## src/rtl/stoch_decoder_if.sv

```systemverilog
// -----------------------------------------------------------------------------
// stoch_decoder_if
//
// Purpose : bundles the control, bitstream and result signals of the
//           stochastic bitstream decoder into one interface.
//
// Signals : start        request to begin a new conversion window
//           abort        synchronous cancel of the current window
//           bit_in       stochastic bitstream sample
//           bit_valid    qualifies bit_in for the current cycle
//           result_ack   consumer acknowledge of result
//           busy         high while a window is being accumulated
//           result       count of ones in the last completed window
//           result_valid high while result is new and unacknowledged
//
// Modports: master  - the producer/consumer side driving the decoder
//           slave   - the decoder itself
// -----------------------------------------------------------------------------
interface stoch_decoder_if #(
   parameter int WIDTH = 10
);

   logic             start;
   logic             abort;
   logic             bit_in;
   logic             bit_valid;
   logic             result_ack;
   logic             busy;
   logic [WIDTH-1:0] result;
   logic             result_valid;

   modport master (
      output start,
      output abort,
      output bit_in,
      output bit_valid,
      output result_ack,
      input  busy,
      input  result,
      input  result_valid
   );

   modport slave (
      input  start,
      input  abort,
      input  bit_in,
      input  bit_valid,
      input  result_ack,
      output busy,
      output result,
      output result_valid
   );

endinterface

```

## src/rtl/stoch_decoder.sv

```systemverilog
// -----------------------------------------------------------------------------
// stoch_decoder
//
// Purpose : converts a stochastic (unipolar) bitstream into a binary value by
//           counting the ones in a window of WINDOW = 2^WIDTH - 1 valid
//           samples, i.e. one full period of a maximal-length WIDTH-bit LFSR.
//
// Ports   : clk    single clock, all state changes on its rising edge
//           rst_n  asynchronous active-low reset
//           bus    stoch_decoder_if.slave
//                    start, abort, bit_in, bit_valid, result_ack  (inputs)
//                    busy, result, result_valid                   (outputs)
//
// States  : IDLE  - waiting for start; bitstream and ack are ignored
//           ACCUM - counting valid samples and ones
//           DONE  - result held until acknowledged or aborted
//
// All outputs come straight from flops.
// -----------------------------------------------------------------------------
module stoch_decoder #(
   parameter int WIDTH = 10
) (
   input  logic              clk,
   input  logic              rst_n,
   stoch_decoder_if.slave    bus
);

   // State encodings
   localparam logic [1:0] ST_IDLE  = 2'd0;
   localparam logic [1:0] ST_ACCUM = 2'd1;
   localparam logic [1:0] ST_DONE  = 2'd2;

   // Sample index of the final bit of a window (WINDOW - 1). WINDOW itself is
   // all ones, so the last index is all ones with the LSB cleared.
   localparam logic [WIDTH-1:0] LAST_IDX = {{(WIDTH-1){1'b1}}, 1'b0};

   // ---------------------------------------------------------------------------
   // State and datapath registers
   // ---------------------------------------------------------------------------
   logic [1:0]       state_q;
   logic [1:0]       state_nxt;
   logic [WIDTH-1:0] ones_q;
   logic [WIDTH-1:0] ones_nxt;
   logic [WIDTH-1:0] samp_q;
   logic [WIDTH-1:0] samp_nxt;
   logic [WIDTH-1:0] result_q;
   logic [WIDTH-1:0] result_nxt;
   logic             result_valid_q;
   logic             result_valid_nxt;
   logic             busy_q;
   logic             busy_nxt;

   // Ones count including the bit presented this cycle. The window length is
   // 2^WIDTH - 1, so this sum can never exceed the counter range.
   logic [WIDTH-1:0] ones_plus_bit;
   logic             last_sample;

   assign ones_plus_bit = ones_q + {{(WIDTH-1){1'b0}}, bus.bit_in};
   assign last_sample   = (samp_q == LAST_IDX);

   // ---------------------------------------------------------------------------
   // Next-state logic
   // ---------------------------------------------------------------------------
   always_comb begin
      state_nxt        = state_q;
      ones_nxt         = ones_q;
      samp_nxt         = samp_q;
      result_nxt       = result_q;
      result_valid_nxt = result_valid_q;

      case (state_q)
         ST_IDLE: begin
            // The bit presented alongside start is deliberately not counted:
            // counters are cleared, not loaded.
            if (bus.start) begin
               state_nxt = ST_ACCUM;
               ones_nxt  = '0;
               samp_nxt  = '0;
            end
         end

         ST_ACCUM: begin
            // abort wins over a simultaneous final bit: result is untouched.
            if (bus.abort) begin
               state_nxt = ST_IDLE;
            end else if (bus.bit_valid) begin
               ones_nxt = ones_plus_bit;
               samp_nxt = samp_q + 1'b1;
               if (last_sample) begin
                  state_nxt        = ST_DONE;
                  result_nxt       = ones_plus_bit;
                  result_valid_nxt = 1'b1;
               end
            end
         end

         ST_DONE: begin
            if (bus.abort) begin
               state_nxt        = ST_IDLE;
               result_valid_nxt = 1'b0;
            end else if (bus.result_ack) begin
               result_valid_nxt = 1'b0;
               if (bus.start) begin
                  // Back-to-back window: go straight to counting.
                  state_nxt = ST_ACCUM;
                  ones_nxt  = '0;
                  samp_nxt  = '0;
               end else begin
                  state_nxt = ST_IDLE;
               end
            end
         end

         default: begin
            state_nxt        = ST_IDLE;
            ones_nxt         = '0;
            samp_nxt         = '0;
            result_valid_nxt = 1'b0;
         end
      endcase

      // busy is registered, so it is derived from the state being entered.
      busy_nxt = (state_nxt == ST_ACCUM);
   end

   // ---------------------------------------------------------------------------
   // Registers
   // ---------------------------------------------------------------------------
   always_ff @(posedge clk or negedge rst_n) begin
      if (!rst_n) begin
         state_q        <= ST_IDLE;
         ones_q         <= '0;
         samp_q         <= '0;
         result_q       <= '0;
         result_valid_q <= 1'b0;
         busy_q         <= 1'b0;
      end else begin
         state_q        <= state_nxt;
         ones_q         <= ones_nxt;
         samp_q         <= samp_nxt;
         result_q       <= result_nxt;
         result_valid_q <= result_valid_nxt;
         busy_q         <= busy_nxt;
      end
   end

   // ---------------------------------------------------------------------------
   // Outputs
   // ---------------------------------------------------------------------------
   assign bus.busy         = busy_q;
   assign bus.result       = result_q;
   assign bus.result_valid = result_valid_q;

endmodule

```

## src/flat_wrapper.sv

```systemverilog
// flat-port wrapper written by rule: the top's interface ports become plain ports
module stoch_decoder_flat 
#(
   parameter int WIDTH = 10
)
  (clk, rst_n, bus_start, bus_abort, bus_bit_in, bus_bit_valid, bus_result_ack, bus_busy, bus_result, bus_result_valid);
  stoch_decoder_if #(.WIDTH(WIDTH)) bus_i ();
  input  logic clk;
  input  logic rst_n;
  input wire logic [$bits(bus_i.start)-1:0] bus_start;
  input wire logic [$bits(bus_i.abort)-1:0] bus_abort;
  input wire logic [$bits(bus_i.bit_in)-1:0] bus_bit_in;
  input wire logic [$bits(bus_i.bit_valid)-1:0] bus_bit_valid;
  input wire logic [$bits(bus_i.result_ack)-1:0] bus_result_ack;
  output wire logic [$bits(bus_i.busy)-1:0] bus_busy;
  output wire logic [$bits(bus_i.result)-1:0] bus_result;
  output wire logic [$bits(bus_i.result_valid)-1:0] bus_result_valid;
  assign bus_i.start = bus_start;
  assign bus_i.abort = bus_abort;
  assign bus_i.bit_in = bus_bit_in;
  assign bus_i.bit_valid = bus_bit_valid;
  assign bus_i.result_ack = bus_result_ack;
  assign bus_busy = bus_i.busy;
  assign bus_result = bus_i.result;
  assign bus_result_valid = bus_i.result_valid;
  stoch_decoder #(.WIDTH(WIDTH)) u_core (.clk(clk), .rst_n(rst_n), .bus(bus_i));
endmodule
```

## config.mk

```make
export PLATFORM = sky130hd
export DESIGN_NAME = stoch_decoder_flat
export DESIGN_NICKNAME = d
export VERILOG_FILES = /design/src/rtl/stoch_decoder_if.sv /design/src/rtl/stoch_decoder.sv /design/src/flat_wrapper.sv
export SDC_FILE = /design/constraint.sdc
export NUM_CORES = 1
export LEC_CHECK = 0
export CAP_MARGIN = 20
export CORE_MARGIN = 2
export CORE_UTILIZATION = 55
export CTS_BUF_LIST = sky130_fd_sc_hd__clkbuf_4 sky130_fd_sc_hd__clkbuf_8
export DETAILED_ROUTE_END_ITERATION = 7
export PLACE_DENSITY_LB_ADDON = 0.08
export SLEW_MARGIN = 20
export SYNTH_ARGS = -nofsm -noshare
export SYNTH_HDL_FRONTEND = slang
export SYNTH_SLANG_ARGS = --single-unit
```

## constraint.sdc

```tcl
create_clock -name clk -period 3.4 [get_ports clk]
set_input_delay 0.34 -clock clk [delete_from_list [all_inputs] [get_ports clk]]
set_output_delay 0.34 -clock clk [all_outputs]
set_load 0.1 [all_outputs]
```

* Word level (Yosys, flattened, before mapping) *
Cells that the tools add are included.

word-level totals
  register bits after elaboration = 34

cells by class
  $add $sub $neg = 2
  eq/ne operators = 10
  muxes and demuxes = 26
  bitwise gates (word level) = 2
  reduce and logical (&&, ||, !) cells = 4

operators by type and width
  operator               count
  $mux 10                10
  $pmux 10 s3            2
  $mux 2                 6
  $add 10x1->10          1
  $add 10x1->10 const B  1
  $eq 10x10->1 const B   1
  $ne 2x2->1 const B     4
  $reduce_and 4->1       2
  $mux 1                 6
  $pmux 2 s3             1
  $reduce_and 5->1       1
  $eq 2x1->1 const B     2
  $ne 3x3->1 const B     1
  $pmux 1 s3             1
  $eq 2x2->1 const B     1
  $logic_not 2->1        1
  $ne 2x1->1 const B     1
  $not 1->1              2

* Depth between registers and ports, before layout *
Gate-level depths: netlist of run 1.

  depth after elaboration = 6
  mapped depth = 7
  mapped depth without buffers = 6

* Worst setup path before layout of run 1 *
Ideal clock, no wire load.

  path kind = register -> register
  from = register u_core.state_q[1]
  to = register u_core.result_q[0] (netlist: u_core.bus.result[0])
  library setup time = 0.128 ns
  arrival time = 1.595 ns
  required time = 3.272 ns
  path slack = 1.677 ns
  cell stages (with the launch flop) = 5
  path buffers = 1
  cell sequence = dfrtp_1 > or3b_4 > nor4_4 > buf_6 > mux2_1

on the way
  word-level cells in the longest chain between the ends = 2

RTL lines
  item                        RTL line              RTL
  start, declared             stoch_decoder.sv:40   logic [1:0] state_q;
  start signal, assigned      stoch_decoder.sv:138  state_q <= state_nxt;
  $eq 2x1->1                  stoch_decoder.sv:71   case (state_q)
  $reduce_and 4->1 (no line)  -
  end signal, assigned        stoch_decoder.sv:141  result_q <= result_nxt;
  end, declared               stoch_decoder.sv:46   logic [WIDTH-1:0] result_q;

Every way passes these cells.
A chain may end at the register's enable or synchronous reset.

* Final worst setup path of run 1 *
  from = register u_core.result_q[9] (netlist: u_core.bus.result[9])
  to = output bus_result[9]

RTL lines
  item           RTL line            RTL
  end, declared  flat_wrapper.sv:16  output wire logic [$bits(bus_i.result)-1:0] bus_result;

No word-level cell between the ends.

==> results of run 1 <==
[through the flow]
step | hold slack (ns) | power, mW | utilization [%]
4_1_cts | 0.423 | 0.779 | 67.3
3_5_place_dp | 0.478 | 0.539 | 65.2
5_1_grt | 0.432 | 0.806 | 67.3
6_report | 0.410 | 0.772 | 67.3
3_3_place_gp | 0.473 | 0.535 | 65.2
2_1_floorplan | 0.0444 | 0.501 | -
[where the power goes]
part           leakage, nW  total, mW  internal (mW)  switching, mW
sequential           0.469      0.428          0.415         0.0124
combinational        0.382      0.104         0.0380         0.0657
clock               0.0387      0.241          0.108          0.132
total                0.890      0.772          0.561          0.211
[flip-flops by register name, summed over array words and instances, names as in the netlist]
| name | flops |
|---|---|
| u_core.bus.result_valid | 1 |
| u_core.bus.result | 10 |
| u_core.ones_q | 10 |
| u_core.bus.busy | 1 |
| u_core.samp_q | 10 |
| u_core.state_q | 2 |
[routing by layer]
metal  part of all wire [%]  global-route usage, %  up-vias  wire (um)
met5                      0                      0        -          0
met2                     48                   34.7       35       1730
met1                     46                   27.2      685       1650
met3                    3.9                   5.76        9        138
li1                       -                      -      684          -
met4                    1.6                   8.70        0         57
[kinds of logic after synthesis]
logic type	Yosys count	synth area share, %
xor gates and xnor gates	8	3.93
AOI/OAI and AO/OA	38	14.1
and+or+nand+nor	68	20.9
adders and majority gates	4	2.81
DFF	34	47.8
buffers and inverters	12	3.02
muxes	13	7.44
[how the worst max path moves through the flow]
stage	from	endpoint	slack [ns]	cells after the start
2_1_floorplan	u_core.state_q[1]	u_core.bus.result[0]	1.68	4
3_3_place_gp	bus_abort	u_core.bus.result[1]	1.11	4
3_5_place_dp	bus_abort	u_core.bus.result[6]	1.0	6
4_1_cts	u_core.bus.result[4]	bus_result[4]	1.19	1
5_1_grt	u_core.bus.result[7]	bus_result[7]	1.16	1
6_report	u_core.bus.result[9]	bus_result[9]	1.20	1
[layout make-up]
type                            count  area share, %
Sequential cell                    34           41.1
Clock inverter                      1          0.242
Multi-Input combinational cell    131           42.3
Inverter                            4          0.725
Clock buffer                        7           2.84
Timing Repair Buffer               22           10.1
Tap cell                           44           2.66
[placed cells by master, fill, tap and decap left out, drive strengths merged, types with 3 or more instances in the layout]
cell type      count
dfrtp             34
clkdlybuf4s50     18
nand3             15
a21oi             14
nand2             13
nor2              12
mux2i             11
nand3b             8
clkbuf             7
xnor2              6
o21ai              5
inv                4
nand4              4
nor3               4
a2bb2oi            4
ha                 4
buf                4
nand2b             3
o2bb2ai            3
a22o               3
==> out/metrics.csv, run 1 <==
stage,metric,value,unit
cts,insertion_delay,0.34,ns
hold_path,hold_class,in2async,
yosys,synth_cell_types,38,
timing,setup_viol_count_final,0,
cts,cts_resized,0,
worst_setup_path,cp_cell_sequence,clkdlybuf4s50_1,
worst_setup_path,cp.required,3.06,ns
cells_and_area,multi_input_area,877,um^2
worst_setup_path,timing.rr.end,u_core.bus.result[6],
run_status,status,finished clean,
power_and_ir_drop,vdd_ir_drop_max,0.202,mV
timing,clock_skew,0.00612,ns
worst_setup_path,r2r-start,u_core.state_q[1],
yosys,ys.flop_type,dfrtp_1,
routing,drt-pass1-iter-count,4,
cts,clockBufferDepth,2,
yosys,async_reset_ff_share,100,%
worst_setup_path,reg2regPathDepth,5,
timing,max_slew_margin,35.0,%
cts,cts_tree,done,
cts,holdBufCountCts,0,
placed_design,io_buffers,18,
cts,post-cts-setup-buffer-count,0,
cts,htreeDepth,2,
die,placementRows,20,
yosys,netlist.area_leader.share,47.8,%
worst_setup_path,cp.arrival,1.86,ns
global_routing,grt_start_max_net_pins,35,
timing,hold_violations,0,
yosys,synth_edf_count,0,
worst_setup_path,worst_setup_path_start_kind,flop,
power_and_ir_drop,powerDensity,372,mW/mm^2
cells_and_area,antenna_cells,0,
cts,cts-root-buf,clkbuf_4,
yosys,synth_top_cell_by_area,dfrtp_1,
global_routing,track_usage,21.4,%
die,dieWidth,60.9,um
timing,worst_pin_slew,0.972,ns
placed_design,gp_congestion,0.792,
global_routing,grt_pass1_vias,1350,
placed_design,place_ws,0.999,ns
yosys,synth_area_per_cell,10.1,um^2
worst_setup_path,path_max_fanout,2,
die,ios,19,
routing,drt-total-wl,3.58,mm
global_routing,grt_overflow,0,
die,start_util,57.9,%
cells_and_area,syn_to_final_growth,16.3,%
timing,finalWorstSetupSlack,1.20,ns
cells_and_area,ff_latch_area,851,um^2
worst_setup_path,slowest_stage,clkdlybuf4s50_1,
die,core,0.00308,mm^2
power_and_ir_drop,p_leak,0.890,nW
worst_setup_path,reg2reg_slack,1.40,ns
timing,clock.fmax,455,MHz
routing,drcViolationCount,0,
placed_design,dp_hpwl,2.57,mm
routing,ant_nets,0,
yosys,ys_seq_area_share,47.8,%
cells_and_area,nets,209,
die,die-area,0.00371,mm^2
worst_setup_path,crit_buf_inv,1,
timing,fin_crit_sh,64.6,%
yosys,ys_ff_latch,34,
worst_setup_path,critPathKind,reg2out,
routing,vias,1413,
global_routing,grt_pass1_wl,5.88,mm
yosys,yosysMostFrequentCell,dfrtp_1,
placed_design,dpl.cell_count,235,
global_routing,antenna_found_initial,0,
yosys,syn_inst,177,
die,fp.dieH,60.9,um
cells_and_area,fill_cells,256,
yosys,synth_nets,188,
timing,min_period,2.20,ns
yosys,synth_area_leaders,"dfrtp_1 (48%), mux2i_1 (6.2%), nand3_1 (4.2%), a21oi_1 (3.9%), nand3b_1 (3.4%)",
cts,clkTransAtPathRegs,0.10,ns
worst_setup_path,cpPeakStageDelay,1.14,ns
cts,numCtsBuffers,5,
cts,clock-sinks,34,
worst_setup_path,cp-end-kind,primary output,
placed_design,placed_cell_area,0.00201,mm^2
timing,finalSetupTns,0,ns
timing,maxSlewViolCount,0,
cells_and_area,stdcell_count,243,
routing,wl_per_cell,14.7,um
worst_setup_path,cp_top_family,buffers and inverters,
yosys,ys_warn_count,0,
run,max-cap-violations,0,
yosys,syn_area,0.00178,mm^2
cells_and_area,drive_gt1_share,7.04,%
cells_and_area,postLayoutCellArea,0.00207,mm^2
yosys,synth_common_cells,"dfrtp_1 (34), nand3_1 (15), a21oi_1 (14)",
routing,via_per_inst,5.81,
routing,drt_first_iter_violations,54,
timing,rsz0062_at_grt,false,
No activity file was read; power rests on OpenSTA's default activity.
==> inputs of run 2 (changes only) <==
--- a/config.mk
+++ b/config.mk
@@ -7,7 +7,7 @@
 export LEC_CHECK = 0
 export CAP_MARGIN = 20
 export CORE_MARGIN = 2
-export CORE_UTILIZATION = 55
+export CORE_UTILIZATION = 52
 export CTS_BUF_LIST = sky130_fd_sc_hd__clkbuf_4 sky130_fd_sc_hd__clkbuf_8
 export DETAILED_ROUTE_END_ITERATION = 7
 export PLACE_DENSITY_LB_ADDON = 0.08
==> constraint.sdc (replaced) <==
create_clock -name clk -period 2 [get_ports clk]
set_input_delay 0.2 -clock clk [delete_from_list [all_inputs] [get_ports clk]]
set_output_delay 0.2 -clock clk [all_outputs]
set_load 0.1 [all_outputs]
==> run 2 against run 1 <==
Against the previous run:
- critical path depth grew 4
- sequential power grew 70%
- via count shrank 0.64%
- die area grew 5.4%
- sequential share of layout area shrank 0.87 points
- utilization shrank 3.4 points
- global-route usage shrank 0.32 points
- highest routed layer unchanged
==> out/metrics.csv, run 2 (synthesis results as in run 1) <==
stage,metric,value,unit,change
worst_setup_path,path_max_fanout,16,,+14
global_routing,grt_pass1_wl,6.49,mm,+10%
timing,min_period,1.82,ns,
placed_design,io_buffers,18,,unchanged
cts,clkTransAtPathRegs,0.10,ns,about the same
cells_and_area,antenna_cells,0,,unchanged
routing,drcViolationCount,0,,unchanged
timing,hold_slack,0.264,ns,-0.146 ns
routing,ant_nets,0,,unchanged
power_and_ir_drop,switchingPower,0.365,mW,+74%
timing,setup_viol_count_final,0,,unchanged
power_and_ir_drop,seq_power_share,52.4,%,-3.0 points
die,start_util,53.8,%,-4.1 points
placed_design,dp_hpwl,2.53,mm,-1.3%
timing,hold_violations,0,,unchanged
run_status,status,finished clean,,
routing,vias,1404,,-0.64%
timing,rsz0062_at_grt,false,,
cts,cts-root-buf,clkbuf_4,,
timing,finalWorstSetupSlack,0.182,ns,-1.02 ns
cells_and_area,multi_input_area,877,um^2,unchanged
cells_and_area,stdcell_count,251,,+3.3%
cts,insertion_delay,0.34,ns,about the same
cts,cts_tree,done,,
cts,post-cts-setup-buffer-count,0,,unchanged
cells_and_area,final_core_util,63.9,%,-3.4 points
cells_and_area,nets,215,,+2.9%
routing,via_per_inst,5.59,,-3.8%
timing,clock_skew,0.00536,ns,-0.000759 ns
timing,max_slew_margin,68.2,%,+33 points
routing,drt-pass1-iter-count,4,,unchanged
timing,maxSlewViolCount,0,,unchanged
power_and_ir_drop,vdd_ir_drop_max,0.421,mV,+110%
die,fp.dieH,62.5,um,+2.7%
routing,drt_first_iter_violations,63,,+17%
die,core,0.00331,mm^2,+7.6%
global_routing,antenna_found_initial,0,,unchanged
cts,clock-sinks,34,,unchanged
power_and_ir_drop,powerDensity,655,mW/mm^2,+76%
global_routing,track_usage,21.1,%,-0.32 points
run,max-cap-violations,0,,unchanged
die,die-area,0.00391,mm^2,+5.4%
cells_and_area,mostFrequentLayoutCells,"dfrtp_1 (34), buf_4 (21), nand3_1 (15)",,
global_routing,grt_pass1_vias,1424,,+5.5%
routing,wl_per_cell,14.0,um,-4.6%
cells_and_area,drive_gt1_share,15.6,%,+8.6 points
worst_setup_path,cp.required,2.27,ns,-0.79 ns
global_routing,grt_start_max_net_pins,35,,unchanged
die,dieWidth,62.5,um,+2.7%
cells_and_area,layout_commonest_cell,dfrtp_1,,
timing,fin_crit_sh,90.9,%,
cts,holdBufCountCts,0,,unchanged
worst_setup_path,cp-end-kind,flop,,
power_and_ir_drop,p_int,1.02,mW,+82%
power_and_ir_drop,clockPowerShare,34.1,%,+2.9 points
worst_setup_path,worst_setup_path_start_kind,flop,,
die,ios,19,,unchanged
worst_setup_path,critPathKind,reg2reg,,
placed_design,place_ws,-0.0379,ns,-1.04 ns
cts,clockBufferDepth,2,,unchanged
cts,cts_resized,0,,unchanged
timing,worst_pin_slew,0.475,ns,-0.497 ns
timing,finalSetupTns,0,ns,unchanged
hold_path,hold_class,in2async,,
placed_design,gp_congestion,0.850,,+7.3%
cells_and_area,ff_latch_area,851,um^2,unchanged
timing,clock.fmax,550,MHz,
cells_and_area,fill_cells,300,,+17%
power_and_ir_drop,power_frac_comb,13.5,%,about the same
placed_design,dpl.cell_count,243,,+3.4%
global_routing,grt_overflow,0,,unchanged
cells_and_area,syn_to_final_growth,18.8,%,
cts,numCtsBuffers,5,,unchanged
cts,htreeDepth,2,,unchanged
worst_setup_path,cp.arrival,2.09,ns,+0.23 ns
die,placementRows,21,,+5.0%
power_and_ir_drop,p_leak,0.955,nW,+7.4%
power_and_ir_drop,p_sw_share,26.4,%,-0.92 points
routing,drt-total-wl,3.53,mm,-1.5%
## run 2: changes by cell type in the layout (fill, tap and decap cells not counted), sizes merged
cell,change
buf,+18
clkbuf,+1
clkdlybuf4s50,-12
clkinv,-1
## run 2: metrics by stage
| stage | area [um^2] | power (mW) |
|---|---|---|
| after floorplan | 1780 | 0.852 |
| after global placement | 2040 | 0.922 |
| after detailed placement | 2040 | 0.927 |
| after CTS | 2120 | 1.39 |
| after global routing | 2120 | 1.47 |
| final | 2120 | 1.39 |
## run 2: power by group through the flow
| stage | clock network, mW | logic [mW] | registers, mW |
|---|---|---|---|
| finish | 0.472 | 0.187 | 0.726 |
| detailed placement | 0 | 0.187 | 0.739 |
| global placement | 0 | 0.183 | 0.739 |
| global route | 0.529 | 0.208 | 0.731 |
| floorplan | 0 | 0.0946 | 0.757 |
| CTS | 0.479 | 0.189 | 0.726 |
## run 2: metal layers
layer  up-vias  global-route usage (%)  share of wire, %
met3         5                    6.85               3.3
met1       675                    26.8                45
met4         0                    6.39               1.2
met5         -                       0                 0
li1        697                       -                 -
met2        27                    34.5                51
## run 2: cell type report
| cell class | count | share of cell area, % |
|---|---|---|
| Clock buffer | 8 | 3.72 |
| Inverter | 4 | 0.709 |
| Tap cell | 46 | 2.72 |
| Sequential cell | 34 | 40.2 |
| Multi-Input combinational cell | 131 | 41.4 |
| Timing Repair Buffer | 28 | 11.2 |
## run 2: critical path, cell delays in order (launching register included)
cell	delay [ns]
dfrtp_1	0.46
or3b_4	0.44
nor4_4	0.40
buf_4	0.27
nor2_1	0.05
a21oi_1	0.13
## run 2: worst paths after layout
| path | from | cells past startpoint | slack (ns) | end |
|---|---|---|---|---|
| setup reg to reg | u_core.state_q[1] | 5 | 0.18 | u_core.bus.result[5] |
| min in group clk | u_core.bus.result_valid | 1 | 0.50 | u_core.bus.result_valid |
| setup / recovery | u_core.state_q[1] | 5 | 0.18 | u_core.bus.result[5] |
| hold reg to reg | u_core.bus.result_valid | 1 | 0.50 | u_core.bus.result_valid |
| hold / removal | rst_n | 2 | 0.26 | u_core.bus.result[3] |
| max in group asynchronous | rst_n | 2 | 1.42 | u_core.samp_q[6] |
==> variant 1, RTL diff (flow settings as in run 2) <==
Take the reset off `result_q` and load it in a clocked block of its own.
--- a/src/rtl/stoch_decoder.sv
+++ b/src/rtl/stoch_decoder.sv
@@ -131,17 +131,19 @@
          state_q        <= ST_IDLE;
          ones_q         <= '0;
          samp_q         <= '0;
-         result_q       <= '0;
          result_valid_q <= 1'b0;
          busy_q         <= 1'b0;
       end else begin
          state_q        <= state_nxt;
          ones_q         <= ones_nxt;
          samp_q         <= samp_nxt;
-         result_q       <= result_nxt;
          result_valid_q <= result_valid_nxt;
          busy_q         <= busy_nxt;
       end
+   end
+
+   always_ff @(posedge clk) begin
+      result_q <= result_nxt;
    end
 
    // ---------------------------------------------------------------------------
Check against the original RTL: no difference found for any inputs over 10 cycles, from zero or initial values and one cycle with rst_n low; that may be too few to reach the edited logic, so the function may still have changed.
==> variant 1 against run 2 <==
Power is 3.3% lower. Maximum frequency increased by 2.3%. Sequential cell count unchanged. Setup slack improved by 41 ps. Routed wire length decreased by 5.1%. Core utilization shrank 1.4 points. Count of clock-buffer cells in the layout shrank 2. Area after synthesis decreased by 1.5%. Cell area shrank 3.0%. Sequential share of layout area up 3.7 points. First-iteration DRC count shrank 32%. Via count down 4.7%. Sequential power grew 5.9%.
==> variant 1: results (changes against run 2) <==
- **status** finished, final reports clean
- **Post-Place Cells** 227, -6.6%
- **Detail Placement HPWL** 2380 um, -6.0%
- **smallest setup slack after layout** 223 ps, +41.2 ps
- **dpl cell area** 2000 sq um, -1.8%
- **portion of netlist area occupied by mux cells** 0.0514, -0.0231
- **fraction of layout cells with a size suffix above 1** 0.159, +0.00263
- **via count** 1,338, -4.7%
- **largest net degree at the start of global routing** 25, -29%
- **kind of path behind the tightest hold check** in -> async
- **clock latency reported for the late side of the worst-skew pair** 350 ps
- **Flop+latch power** 0.000769 W, +5.9%
- **setup slack after placement** 140 ps, +177 ps
- **worst-path fanout max** 11, -5
- **total routing usage reported by global routing** 0.200, -0.0113
- **layout filler cell count** 270, -10%
- **Pint** 0.000963 W, -5.6%
- **global-route wire length before repair** 5530 um, -15%
- **adder-cell share of the synthesized area** 0.0285, +0.000441
- **number of nets produced by synthesis** 174, -7.4%
- **share of the yosys chip area belonging to registers** 0.514, +0.0360
- **power consumed by the clock network** 0.000378 W, -20%
- **static leakage** 0.865 nW, -9.5%
- **top area cells in the synthesized netlist** dfrtp_1 34%, edfxtp_1 17%, mux2i_1 5.1%
- **Netlist cell types** 39, +2.6%
- **reg-to-reg setup timing slack** 220 ps, +40 ps
- **depth of the most critical reg-to-reg path** 6, +1
- **number of global-route vias before repair** 1,212, -15%
- **Clock Skews** 10.1 ps, +4.78 ps
- **EDFF count, synth** 10, +10
- **power consumed by combinational cells** 0.000193 W, +3%
- **nets** 199, -7.4%
- **largest voltage drop on the vdd net** 0.000312 V, -26%
- **placeable core region** 3280 sq um, -0.79%
- **detailed router's first-iteration violation count** 43, -32%
- **synthesized instance count** 163, -7.9%
- **Slew Limit Headroom** 0.670, -0.0124
- **parity-gate share of the synthesized area counting xor and xnor cells** 0.0399, +0.000617
- **Async SR Flop Fraction** 0.706, -0.294
- **launch instance of the worst register-to-register path** u_core.samp_q[0]
- **termination of the worst setup path** u_core.bus.result[8]
- **Final Instance Area** 2050 sq um, -3.0%
- **Longest Clk Path Bufs** 2, unchanged
- **post-synthesis compound-gate area fraction** 0.133, -0.00848
==> variant 1: cell count changes in the layout (fill, tap and decap cells not counted), moves of 3 or more <==
cell      change
buf_4         -3
dfrtp_1      -10
edfxtp_1     +10
inv_1         +3
nand2b_1      -3
clkbuf_8      -3
nor2_1        -8
a21oi_1      -10
and3_1        +5
nand3_1       +3
nand4_1       -3
==> variant 1: cell type report <==
type                    count  share of cell area
clock buffers               6              0.0219
well taps                  46              0.0280
repair buffers             26               0.114
flip-flops and latches     34               0.438
clock inverters             2             0.00426
multi-input cells         114               0.380
inverters                   7              0.0128
==> variant 1: per-layer routing <==
| layer | global-route usage | wire length, um | up-vias |
|---|---|---|---|
| li1 | - | - | 651 |
| met1 | 0.246 | 1440 | 658 |
| met2 | 0.329 | 1730 | 24 |
| met3 | 0.0373 | 110 | 5 |
| met4 | 0.109 | 59 | 0 |
| met5 | 0 | 0 | - |
==> variant 2, RTL diff (config.mk and constraints of run 2) <==
Made on the original files. `WIDTH` is set to 10 in 3 places; all go to 5.
--- a/src/rtl/stoch_decoder_if.sv
+++ b/src/rtl/stoch_decoder_if.sv
@@ -17,7 +17,7 @@
 //           slave   - the decoder itself
 // -----------------------------------------------------------------------------
 interface stoch_decoder_if #(
-   parameter int WIDTH = 10
+   parameter int WIDTH = 5
 );
 
    logic             start;
--- a/src/rtl/stoch_decoder.sv
+++ b/src/rtl/stoch_decoder.sv
@@ -18,7 +18,7 @@
 // All outputs come straight from flops.
 // -----------------------------------------------------------------------------
 module stoch_decoder #(
-   parameter int WIDTH = 10
+   parameter int WIDTH = 5
 ) (
    input  logic              clk,
    input  logic              rst_n,
--- a/src/flat_wrapper.sv
+++ b/src/flat_wrapper.sv
@@ -1,7 +1,7 @@
 // flat-port wrapper written by rule: the top's interface ports become plain ports
 module stoch_decoder_flat 
 #(
-   parameter int WIDTH = 10
+   parameter int WIDTH = 5
 )
   (clk, rst_n, bus_start, bus_abort, bus_bit_in, bus_bit_valid, bus_result_ack, bus_busy, bus_result, bus_result_valid);
   stoch_decoder_if #(.WIDTH(WIDTH)) bus_i ();
Ports: changed (resized bus_result); port bits go from 19 to 14. No check against the original RTL was run, so the function may have changed too.
==> variant 2 against run 2 <==
Synthesized cell count decreased by 47%. Maximum frequency increased by 9.5%. Cell area is 46% lower. Power down 41%. Routed wire length shrank 53%. Setup slack better by 160 ps. Sequential cell count decreased by 15. Area after synthesis down 46%. Largest cell class is now flip-flops and latches.
==> variant 2: results (changes against run 2) <==
- **Longest Clk Path Bufs** 2, unchanged
- **final critical-path share of the clock period** 0.830, -0.0790
- **number of H-tree branching levels** 1, -1
- **dpl cell area** 1120 sq um, -45%
- **Clock Skews** 4.55 ps, -0.816 ps
- **top post-synthesis cells by count** 19 x dfrtp_1, 8 x nor2_1, 6 x a21o_1, 6 x a21oi_1, 6 x nor3_1
- **share of the yosys chip area belonging to registers** 0.494, +0.0160
- **root buf cell** clkbuf_4
- **critical path data arrival time** 1850 ps, -240 ps
- **number of port buffers** 13, -5
- **layout filler cell count** 148, -51%
- **gp weighted congestion** 0.817, -3.9%
- **status** finished, final reports clean
- **transition at the pin with the smallest max-transition slack** 290 ps, -185 ps
- **global-route wire length before repair** 2680 um, -59%
- **clock-pin slew on the worst setup and hold paths** 110 ps
- **Detail Placement HPWL** 1230 um, -52%
- **Inserted Diodes** 0, unchanged
- **largest voltage drop on the vdd net** 0.000375 V, -11%
- **buffers inserted during post-CTS setup optimization** 0, unchanged
- **number of detailed-route iterations in the first pass** 4, unchanged
- **nets** 122, -43%
- **number of nets produced by synthesis** 104, -45%
- **WL per Instance** 12.4 um, -12%
- **kind of path behind the tightest hold check** in -> async
- **fraction of layout cells with a size suffix above 1** 0.164, +0.00754
- **clock latency reported for the late side of the worst-skew pair** 300 ps, -40 ps
- **number of global-route vias before repair** 649, -54%
- **top area cells in the synthesized netlist** dfrtp_1 49%, ha_1 5.2%, a21o_1 4.7%
- **largest net degree at the start of global routing** 20, -43%
- **Yosys warning count** 0, unchanged
- **detailed router's first-iteration violation count** 6, -90%
- **via count** 702, -50%
- **depth of the most critical reg-to-reg path** 5, unchanged
- **most used flip-flop cell after synthesis** dfrtp_1
- **total clock buffers created by CTS** 3, -2
- **reg-to-reg setup timing slack** 340 ps, +160 ps
- **Resized Gates After CTS** 0, unchanged
- **setup slack after placement** 245 ps, +283 ps
- **Netlist cell types** 28, -26%
- **worst-path fanout max** 4, -12
- **Async SR Flop Fraction** 1.00, unchanged
- **initial antenna violation count** 0, unchanged
- **total routing usage reported by global routing** 0.179, -0.0317
- **static leakage** 0.572 nW, -40%
variant 2: layer usage:
metal | routed length [um] | part of all wire | global-route usage | vias to the layer above
met5 | 0 | 0 | 0 | -
met4 | 44 | 0.026 | 0.117 | 0
met3 | 46 | 0.028 | 0.0231 | 5
met2 | 761 | 0.46 | 0.293 | 10
met1 | 816 | 0.49 | 0.222 | 322
li1 | - | - | - | 365
variant 2: cell families (layout without fill, tap and decap cells):
family / after synthesis / count (layout) / share of synthesized area
xor+xnor: 3 / 3 / 0.0273
fa+ha+maj: 4 / 4 / 0.0520
buf+inv: 8 / 25 / 0.0338
flops: 19 / 19 / 0.494
compound gates: 19 / 19 / 0.135
simple gates: 34 / 34 / 0.192
mux: 6 / 6 / 0.0662
variant 2: through the flow:
step / cells / util / hold slack (ps)
6_report: 135 / 0.666 / 220
5_1_grt: 135 / 0.666 / 249
4_1_cts: 135 / 0.666 / 227
3_5_place_dp: 131 / 0.649 / 479
3_3_place_gp: 131 / 0.649 / 469
2_1_floorplan: 93 / - / -95.6
variant 2: worst paths after layout:
path / start / endpoint
hold reg to reg: u_core.bus.result[0] / u_core.bus.result[0]
max in group asynchronous: rst_n / u_core.bus.result[0]
min in group clk: u_core.bus.result[0] / u_core.bus.result[0]
hold / removal: rst_n / u_core.ones_q[2]
setup reg to reg: u_core.samp_q[0] / u_core.bus.result[1]
setup / recovery: u_core.samp_q[0] / u_core.bus.result[1]
variant 2: where the power goes:
part	switching, W	total [W]	internal (W)
Clock	0.000122	0.000213	0.0000914
Sequential	0.0000268	0.000436	0.000409
Combinational	0.000106	0.000171	0.0000653
variant 2: final cells by class:
cell class | count | area, sq um | share of cell area
Clock buffer | 4 | 30.0 | 0.0261
Sequential cell | 19 | 475 | 0.413
Inverter | 4 | 15.0 | 0.0131
Timing Repair Buffer | 17 | 143 | 0.124
Multi-Input combinational cell | 66 | 455 | 0.396
Tap cell | 25 | 31.3 | 0.0272
variant 2: worst max-delay path, cell delays in order (launching register included):
cell,delay (ps)
dfrtp_1,420
inv_1,100
ha_1,160
nand4_1,230
nor3_4,290
mux2_1,360
